### config.mk
export PLATFORM = sky130hd
export DESIGN_NAME = fetch_pf
export DESIGN_NICKNAME = d
export VERILOG_FILES = /design/src/rtl/fetch_pkg.sv /design/src/rtl/fetch_fifo.sv /design/src/rtl/fetch_pf.sv
export SDC_FILE = /design/constraint.sdc
export NUM_CORES = 1
export LEC_CHECK = 0
export ABC_AREA = 1
export ABC_CLOCK_PERIOD_IN_PS = 3200
export CORE_UTILIZATION = 40
export CTS_CLUSTER_SIZE = 25
export DETAILED_ROUTE_END_ITERATION = 8
export DONT_BUFFER_PORTS = 1
export PLACE_DENSITY = 0.65
export SYNTH_ARGS = -nofsm -noshare
export SYNTH_HDL_FRONTEND = slang
export SYNTH_SLANG_ARGS = --single-unit
### constraint.sdc
create_clock -name clk -period 3.2 [get_ports clk]
set_input_delay 0.48 -clock clk [delete_from_list [all_inputs] [get_ports clk]]
set_output_delay 0.48 -clock clk [all_outputs]
set_load 0.05 [all_outputs]
### src/rtl/fetch_pkg.sv
// Shared types and constants for the instruction prefetch unit.
package fetch_pkg;
  typedef enum logic [1:0] {IDLE, WAIT, DRAIN} state_e;
  localparam int PC_STEP   = 2;
  localparam int NOP_INSTR = 0;
endpackage

### src/rtl/fetch_fifo.sv
// Prefetch queue: power-of-two ring buffer with flush and occupancy count.
module fetch_fifo #(
  parameter int W     = 32,
  parameter int DEPTH = 4,
  localparam int AW   = $clog2(DEPTH),
  localparam int CW   = AW + 1
) (
  input  logic          clk,
  input  logic          rst,
  input  logic          push,
  input  logic          pop,
  input  logic          flush,
  input  logic [W-1:0]  din,
  output logic [CW-1:0] count,
  output logic [W-1:0]  head
);
  logic [W-1:0]  mem_q [DEPTH];
  logic [AW-1:0] rd_q, rd_d, wr_q, wr_d;
  logic [CW-1:0] cnt_q, cnt_d;

  always_comb begin
    rd_d  = rd_q;
    wr_d  = wr_q;
    cnt_d = cnt_q;
    if (flush) begin
      rd_d  = '0;
      wr_d  = '0;
      cnt_d = '0;
    end else begin
      if (push) wr_d = wr_q + AW'(1);
      if (pop)  rd_d = rd_q + AW'(1);
      cnt_d = cnt_q + CW'(push) - CW'(pop);
    end
  end

  always_ff @(posedge clk or posedge rst) begin
    if (rst) begin
      rd_q  <= '0;
      wr_q  <= '0;
      cnt_q <= '0;
    end else begin
      rd_q  <= rd_d;
      wr_q  <= wr_d;
      cnt_q <= cnt_d;
    end
  end

  // Push into a full queue is only legal alongside a pop; the head is read before the edge.
  always_ff @(posedge clk) begin
    if (push && !flush) mem_q[wr_q] <= din;
  end

  assign count = cnt_q;
  assign head  = mem_q[rd_q];
endmodule

### src/rtl/fetch_pf.sv
// Instruction prefetch: single-outstanding memory fetch into a small queue, with redirect and sticky error.
module fetch_pf
  import fetch_pkg::*;
#(
  parameter int          ADDR_W   = 16,
  parameter int          INSTR_W  = 16,
  parameter int          DEPTH    = 4,
  parameter int unsigned RESET_PC = 0
) (
  input  logic               clk,
  input  logic               rst,
  input  logic               redirect,
  input  logic [ADDR_W-1:0]  redirect_pc,
  input  logic               halt,
  input  logic               en,
  output logic               mem_rd,
  output logic [ADDR_W-1:0]  mem_addr,
  input  logic [INSTR_W-1:0] mem_data,
  input  logic               mem_done,
  input  logic               mem_stall,
  input  logic               mem_err,
  output logic [INSTR_W-1:0] instr,
  output logic [ADDR_W-1:0]  pc_inc,
  output logic               instr_valid,
  output logic               nop,
  output logic               err
);
  localparam int CW = $clog2(DEPTH) + 1;

  state_e                      state_q, state_d;
  logic [ADDR_W-1:0]           fpc_q, fpc_d, req_addr_q, req_addr_d, fpc_next;
  logic                        err_q, err_d;
  logic [CW-1:0]               count;
  logic [INSTR_W+ADDR_W-1:0]   head;
  logic                        push, pop, can_issue;
  logic                        stall_unused;

  // The request is held until mem_done regardless of stall, so stall carries no extra information.
  assign stall_unused = mem_stall;

  assign fpc_next    = fpc_q + ADDR_W'(PC_STEP);
  assign instr_valid = (count != '0);
  assign pop         = instr_valid & en & ~redirect;
  assign instr       = instr_valid ? head[INSTR_W+ADDR_W-1:ADDR_W] : INSTR_W'(NOP_INSTR);
  assign pc_inc      = instr_valid ? head[ADDR_W-1:0] : '0;
  assign nop         = redirect | ~instr_valid;
  assign err         = err_q;

  fetch_fifo #(.W(INSTR_W + ADDR_W), .DEPTH(DEPTH)) u_fifo (
    .clk   (clk),
    .rst   (rst),
    .push  (push),
    .pop   (pop),
    .flush (redirect),
    .din   ({mem_data, fpc_next}),
    .count (count),
    .head  (head)
  );

  always_comb begin
    state_d    = state_q;
    fpc_d      = fpc_q;
    req_addr_d = req_addr_q;
    err_d      = err_q | mem_err;
    push       = 1'b0;
    mem_rd     = 1'b0;
    mem_addr   = req_addr_q;
    can_issue  = (state_q == IDLE) & ~halt & ~redirect & ~err_q &
                 ((count - CW'(pop)) < CW'(DEPTH));
    case (state_q)
      IDLE: begin
        mem_addr = fpc_q;
        if (redirect) begin
          fpc_d = redirect_pc;
        end else if (can_issue) begin
          if (fpc_q[0]) begin
            err_d = 1'b1;
          end else begin
            mem_rd     = 1'b1;
            req_addr_d = fpc_q;
            if (mem_done) begin
              push  = 1'b1;
              fpc_d = fpc_next;
            end else begin
              state_d = WAIT;
            end
          end
        end
      end
      WAIT: begin
        mem_rd = 1'b1;
        if (redirect) begin
          fpc_d   = redirect_pc;
          state_d = mem_done ? IDLE : DRAIN;
        end else if (mem_done) begin
          push    = 1'b1;
          fpc_d   = fpc_next;
          state_d = IDLE;
        end
      end
      DRAIN: begin
        // Stale request stays on the bus at its original address until it completes.
        mem_rd = 1'b1;
        if (redirect) fpc_d = redirect_pc;
        if (mem_done) state_d = IDLE;
      end
      default: state_d = IDLE;
    endcase
    if (rst) mem_rd = 1'b0;
  end

  always_ff @(posedge clk or posedge rst) begin
    if (rst) begin
      state_q    <= IDLE;
      fpc_q      <= ADDR_W'(RESET_PC);
      req_addr_q <= '0;
      err_q      <= 1'b0;
    end else begin
      state_q    <= state_d;
      fpc_q      <= fpc_d;
      req_addr_q <= req_addr_d;
      err_q      <= err_d;
    end
  end
endmodule

==> impl_results.md, run 1 <==
* Sequential area share after synthesis at 61.11%
* Die X at 143.1 um
* Layout Nets at 927
* Worst clock skew at 0.01438 ns
* Endpoint type of the worst setup path: output pin
* Routed WL per cell at 15.41 um
* # setup viols final at 0
* Routed via count at 5753
* Post-Syn Area at 7969 sq um
* Most frequent cells in the layout: nor2_1 (143), nand2_1 (141), edfxtp_1 (128), o21ai_0 (81), buf_4 (65)
* Die area at 20490 sq um
* Sum Neg Setup Slack at 0 ns
* Max-Slew Margin vs Limit at 30.72%
* FMAX at 336.9 MHz
* Most common library cell in the layout ignoring fill and taps: nor2_1
* GR Overflow Total at 0
* Die height at 143.1 um
* Via/cell ratio at 5.003
* Max Root-Sink Buffers at 2
* GRT Total Usage at 18.17%
* Clock power share at 28.3%
* Layout cells sized above 1 at 14.69%
* Worst Reg-to-Reg Cells at 13
* Num rows at 51
* Maxcap violations at 0
* Number of antenna diodes at 0
* Status: finished, final reports clean
* Syn. warnings at 0
* Fin crit period at 2.969 ns
* Final GP Congestion at 0.7747
* Reg-to-reg setup timing slack at 0.25 ns
* Avg Synthesized Cell Area at 9.624 sq um
* RSZ-0062 raised after global routing: false
* Largest net degree at the start of global routing at 43
* Root Driver: clkbuf_16
* CTS hold repair buffers at 0
* Antenna violations before repair at 0
* Sw frac at 38.11%
* RR Startpoint: u_fifo.count[1]
* # IOs at 92
* Router iterations before antenna repair at 4
* DR iter-0 viols at 415
* Area grow syn2layout at 15.50%
* Routed WL at 17.72 mm
* Core area at 19530 sq um
* CTS tree: built
* Pwr dens at 721.7 nW/um^2
* Reg2reg end: u_fifo.mem_q[1][7]
* Worst-path clk slew at 0.06 ns
* Slew @ Worst Pin at 1.037 ns
* Worst setup path class: reg2out
* Post-Synthesis Net Count at 882
* Initial core utilization at 40.81%
* Comb pwr share at 32.7%
* Hold WC Path Type: in2async
* Htree depth at 4
* Dpl hpwl at 11.16 mm
* Mapped Cells at 828
* P_leak at 0.003663 uW
* Required time of the critical path at 2.72 ns
* Period Utilization, post-route at 92.77%
* Arr. time, crit path at 2.49 ns
* CTS buffer count at 17
* I/O Buffers at 0
* Slew Limit Fails at 0
* Netlist cell types at 37
* Worst vdd ir at 0.3891 mV
* #FFs+latches synth at 169
* Layout Utilization at 47.14%
* Clock sinks at 169
* DRC Markers at 0
* Final Hold Viols at 0
* NetSw at 2531 uW
* Global-route wire length before repair at 27.88 mm
* Startpoint Class: flip-flop
* Max FO, Critical Path at 4
* Reg power frac at 39.0%
* Cell Int Power at 4111 uW
* Post-route antenna net violation count at 0
* Vias in the first global route at 5333
* Worst skew pair latency at 0.43 ns
[worst max path at each step]
stage                          from            endpoint  slack (ns)  cells past startpoint
finish              u_fifo.count[1]              mem_rd        0.23                     13
global route        u_fifo.count[1]  u_fifo.mem_q[1][7]        0.05                     14
CTS                 u_fifo.count[1]              mem_rd        0.05                     13
detailed placement  u_fifo.count[1]              mem_rd       0.006                     13
global placement    u_fifo.count[1]              mem_rd        0.08                     12
floorplan           u_fifo.count[1]  u_fifo.mem_q[0][0]        0.03                     13
[per-stage QoR]
step           hold WS [ns]  setup slack (ns)  cell area, sq um  std cells  power [uW]
5_1_grt              0.1050           0.05228              9204       1150        6956
6_report            0.08694            0.2313              9204       1150        6642
2_1_floorplan        0.5003           0.03175              8004        828        4167
4_1_cts             0.08793           0.05276              9189       1148        6703
3_3_place_gp         0.5182           0.07851              8645       1116        4794
3_5_place_dp         0.5334          0.005833              8645       1116        4824
[final cells by class]
cell class	instances	area [sq um]
Tap cell	265	331.6
Multi-Input combinational cell	555	2718
Inverter	64	242.7
Fill cell	1829	10320
Sequential cell	169	4871
Clock inverter	12	100.1
Clock buffer	19	432.9
Timing Repair Buffer	66	508.0
[critical path, stage by stage (launching register included)]
cell     delay (ns)
dfrtp_1        0.40
or2_1          0.27
nor2_2         0.10
inv_1          0.07
nand2_2        0.06
nor2_1         0.05
ha_1           0.20
o21ai_1        0.17
nor2_2         0.05
nand2_2        0.16
nor2_4         0.06
o21ai_0        0.25
nor2_2         0.08
buf_12         0.15
[per-layer routing]
layer  track usage (%)  vias up  wire length [um]
met3             5.433       21              1295
met2             29.81      163              8328
met1             22.61     2701              7837
met4             6.621        0               256
li1                  -     2868                 -
met5                 0        -                 0
[Yosys cell counts]
| cell type | number | area share [%] |
|---|---|---|
| nand3_2 | 2 | 0.25 |
| or2_2 | 1 | 0.079 |
| o21ai_0 | 96 | 6.0 |
| or2_1 | 1 | 0.079 |
| clkbuf_1 | 21 | 0.99 |
| nor3_4 | 1 | 0.20 |
| nand2_4 | 2 | 0.28 |
| a22oi_1 | 1 | 0.094 |
| nor3b_2 | 1 | 0.16 |
| a211oi_1 | 2 | 0.19 |
| and2_4 | 2 | 0.22 |
| edfxtp_1 | 128 | 48 |
| inv_1 | 56 | 2.6 |
| xor2_1 | 2 | 0.22 |
| nand3_1 | 35 | 2.2 |
| o21ai_1 | 14 | 0.88 |
| o21bai_1 | 1 | 0.094 |
| nand4_1 | 7 | 0.55 |
| nor2_4 | 4 | 0.57 |
| a211o_1 | 1 | 0.11 |
| fa_1 | 1 | 0.25 |
| a21oi_1 | 61 | 3.8 |
| nor2_1 | 149 | 7.0 |
| and2_1 | 5 | 0.39 |
| nand2_1 | 142 | 6.7 |
| inv_4 | 1 | 0.079 |
| buf_2 | 18 | 1.1 |
| clkinv_1 | 1 | 0.047 |
| xor2_2 | 2 | 0.41 |
| buf_4 | 1 | 0.094 |
| nor2_2 | 3 | 0.24 |
| nand2_2 | 4 | 0.31 |
| inv_2 | 6 | 0.28 |
| ha_1 | 13 | 2.0 |
| xnor2_1 | 1 | 0.11 |
| buf_6 | 1 | 0.14 |
| dfrtp_1 | 41 | 13 |
[power groups by stage]
stage          registers (uW)  logic [uW]  clock network (uW)
3_3_place_gp             2630        2170                   0
4_1_cts                  2590        2200                1920
2_1_floorplan            2590        1580                   0
3_5_place_dp             2630        2190                   0
6_report                 2590        2170                1880
5_1_grt                  2600        2350                2010
[sequential cells by signal, indices dropped and copies added (netlist names), named ones only]
register,flops
u_fifo.mem_q,128
fpc_q,15
req_addr_q,15
u_fifo.count,3
state_q,2
u_fifo.rd_q,2
u_fifo.wr_q,2
err,1
[repair_timing]
item,CTS,global route
gates resized for setup,1,0
buffers inserted,0,2
hold endpoints to repair,0,0
setup endpoints to repair,1,1
pin swaps,1,1
gates cloned,1,0
[logic make-up after synthesis]
family	share of synthesized area, %
xor gates and xnor gates	0.7380
adders and majority gates	2.292
and+or+nand+nor	19.23
AOI/OAI and AO/OA	11.23
DFF	61.11
buffers and inverters	5.401
Power figures use the tool's default switching activity.
==> run 2, diff against run 1 <==
--- a/config.mk
+++ b/config.mk
@@ -11,7 +11,8 @@
 export CTS_CLUSTER_SIZE = 25
 export DETAILED_ROUTE_END_ITERATION = 8
 export DONT_BUFFER_PORTS = 1
-export PLACE_DENSITY = 0.65
+export GPL_ROUTABILITY_DRIVEN = 0
+export PLACE_DENSITY = 0.54
 export SYNTH_ARGS = -nofsm -noshare
 export SYNTH_HDL_FRONTEND = slang
 export SYNTH_SLANG_ARGS = --single-unit
==> impl_results.md, run 2 (synthesis results as in run 1) <==
* Endpoint type of the worst setup path: flip-flop
* Status: finished, final reports clean
* Area after DPL at 8662 sq um (+0.20%)
* Most flop-heavy register: u_fifo.mem_q
* Dpl hpwl at 11.78 mm (+5.5%)
* Global-route wire length before repair at 29.39 mm (+5.4%)
* Biggest regs: u_fifo.mem_q: 128 flops, fpc_q: 15 flops, req_addr_q: 15 flops
* Routed WL per cell at 16.14 um (+4.8%)
* Top Metal Used: met4
* # setup viols final at 0 (unchanged)
* Finished Layout Cells at 1150 (unchanged)
* Met2 WL at 9.219 mm (+11%)
* Required time of the critical path at 3.23 ns (+0.51 ns)
* Clock sinks at 169 (unchanged)
* Max Root-Sink Buffers at 2 (unchanged)
* GR Overflow Total at 0 (unchanged)
* Htree depth at 4 (unchanged)
* Footprint of the multi-input gates at 2735 sq um (+0.64%)
* Routed WL at 18.56 mm (+4.8%)
* Area grow syn2layout at 16.36%
* Router iterations before antenna repair at 4 (unchanged)
* Worst skew pair latency at 0.43 ns (about the same)
* Root Driver: clkbuf_16
* Comb pwr share at 32.6% (about the same)
* DRC Markers at 0 (unchanged)
* CP peak stage delay at 0.84 ns (+0.44 ns)
* Via/cell ratio at 5.063 (+1.2%)
* Cell Int Power at 4098 uW (-0.31%)
* Worst-path clk slew at 0.07 ns (about the same)
* Largest net degree at the start of global routing at 67 (+56%)
* Layout Nets at 926 (-0.11%)
* P_leak at 0.003692 uW (+0.79%)
* Maxcap violations at 0 (unchanged)
* Final-layout fill cell count at 1837 (+0.44%)
* Worst vdd ir at 0.3782 mV (-2.8%)
* FMAX at 337.8 MHz (+0.29%)
* Placed insts at 1116 (unchanged)
* Sw frac at 39.53% (+1.4 points)
* Crit path cell chain: or2_4 > nor2_4 > inv_1 > nand2_2 > nor2_2 > ha_1 > nand2_1 > nand2_4 > inv_2 > nand2_1 > nand2_2 > inv_2 > nor2_4
* GRT Total Usage at 19.04% (+0.88 points)
* Arr. time, crit path at 2.99 ns (+0.50 ns)
* Slew @ Worst Pin at 1.097 ns (+0.06064 ns)
* # IOs at 92 (unchanged)
* Period Utilization, post-route at 92.50% (-0.27 points)
* Worst setup path class: reg2reg
* DR iter-0 viols at 322 (-22%)
* Pwr Total at 6777 uW (+2.0%)
* Metal3 WL at 1.054 mm (-19%)
* Most frequent cells in the layout: nor2_1 (142), nand2_1 (140), edfxtp_1 (128), o21ai_0 (81), buf_4 (63)
* Crit path max-delay family: simple AND/OR/NAND/NOR gates
* Antenna violations before repair at 0 (unchanged)
* I/O Buffers at 0 (unchanged)
* Slowest CP cell: nor2_4
* Startpoint Class: flip-flop
* Hold WC Path Type: in2reg
* Reg power frac at 38.2% (-0.8 points)
* Sum Neg Setup Slack at 0 ns (unchanged)
* Pwr dens at 730.9 nW/um^2 (+1.3%)
* Dpl ws at -0.01565 ns (-0.02149 ns)
* RSZ-0062 raised after global routing: false
* FF+latch area at 4871 sq um (unchanged)
* Post-route antenna net violation count at 0 (unchanged)
* Buf/Inv on CP at 3 (+1)
* Fin crit period at 2.960 ns (-0.008643 ns)
* Die height at 143.1 um (unchanged)
* Initial core utilization at 40.81% (unchanged)
* Final instance area at 9273 sq um (+0.75%)
* Die X at 143.1 um (unchanged)
* Num rows at 51 (unchanged)
* Core area at 19530 sq um (unchanged)
* Number of antenna diodes at 0 (unchanged)
* CTS tree: built
* Max-Slew Margin vs Limit at 26.67% (-4.1 points)
* Worst clock skew at 0.01364 ns (-0.0007375 ns)
* NetSw at 2679 uW (+5.8%)
* Number of flip-flops in the largest register at 128 (unchanged)
* Setup WS post-layout at 0.2400 ns (+0.008643 ns)
* Die area at 20490 sq um (unchanged)
* Vias in the first global route at 5836 (+9.4%)
* M1 wire length at 8.056 mm (+2.8%)
* Clock power share at 29.3% (+1.0 points)
* Max FO, Critical Path at 32 (+28)
* Layout cells sized above 1 at 15.48% (+0.79 points)
* Routed via count at 5822 (+1.2%)
* Final Hold Viols at 0 (unchanged)
* Most common library cell in the layout ignoring fill and taps: nor2_1
* CTS buffer count at 17 (unchanged)
* Slew Limit Fails at 0 (unchanged)
-- run 2: cell count changes in the layout (fill, tap and decap cells not counted), moves of 2 or more --
cell	previous run	this run
inv_8	0	5
clkinv_2	2	0
clkinv_1	4	2
buf_4	65	63
clkinv_8	0	2
clkbuf_1	2	0
-- run 2: cell type report --
class,count,share of cell area (%)
Inverter,64,2.618
Timing Repair Buffer,65,5.532
Tap cell,265,3.576
Sequential cell,169,52.53
Clock inverter,15,1.660
Multi-Input combinational cell,555,29.50
Clock buffer,17,4.588
-- run 2: power groups by stage --
stage	registers, uW	clock network (uW)	logic (uW)
finish	2590	1980	2210
global placement	2630	0	2180
CTS	2590	2030	2220
global route	2600	2120	2370
floorplan	2590	0	1580
detailed placement	2630	0	2210
-- run 2: repair_timing --
item / 4_1_cts / 5_1_grt
resized for setup: 1 / 4
hold buffers: 0 / 0
gates cloned: 1 / 0
pin swaps: 1 / 1
setup endpoints to repair: 1 / 128
hold endpoints to repair: 0 / 0
buffers inserted: 1 / 0
-- run 2: final timing paths --
check,endpoint,cells after the start,from,slack (ns)
setup / recovery,u_fifo.mem_q[1][11],13,u_fifo.count[1],0.24
hold / removal,u_fifo.count[2],1,redirect,0.12
max in group asynchronous,u_fifo.rd_q[0],2,rst,2.34
min in group asynchronous,req_addr_q[14],1,rst,0.15
hold reg to reg,req_addr_q[5],2,req_addr_q[5],0.54
setup reg to reg,u_fifo.mem_q[1][11],13,u_fifo.count[1],0.24
-- run 2: metrics by stage --
step                hold slack (ns)  utilization, %
floorplan                    0.5003               -
global placement             0.5247           44.36
detailed placement           0.5290           44.36
CTS                         0.08890           47.42
global route                0.08502           47.49
finish                       0.1177           47.49
-- run 2: metal layers --
metal | up-vias | global-route usage (%)
met4 | 0 | 7.074
met1 | 2810 | 22.70
li1 | 2877 | -
met5 | - | 0
met2 | 121 | 32.66
met3 | 14 | 5.298
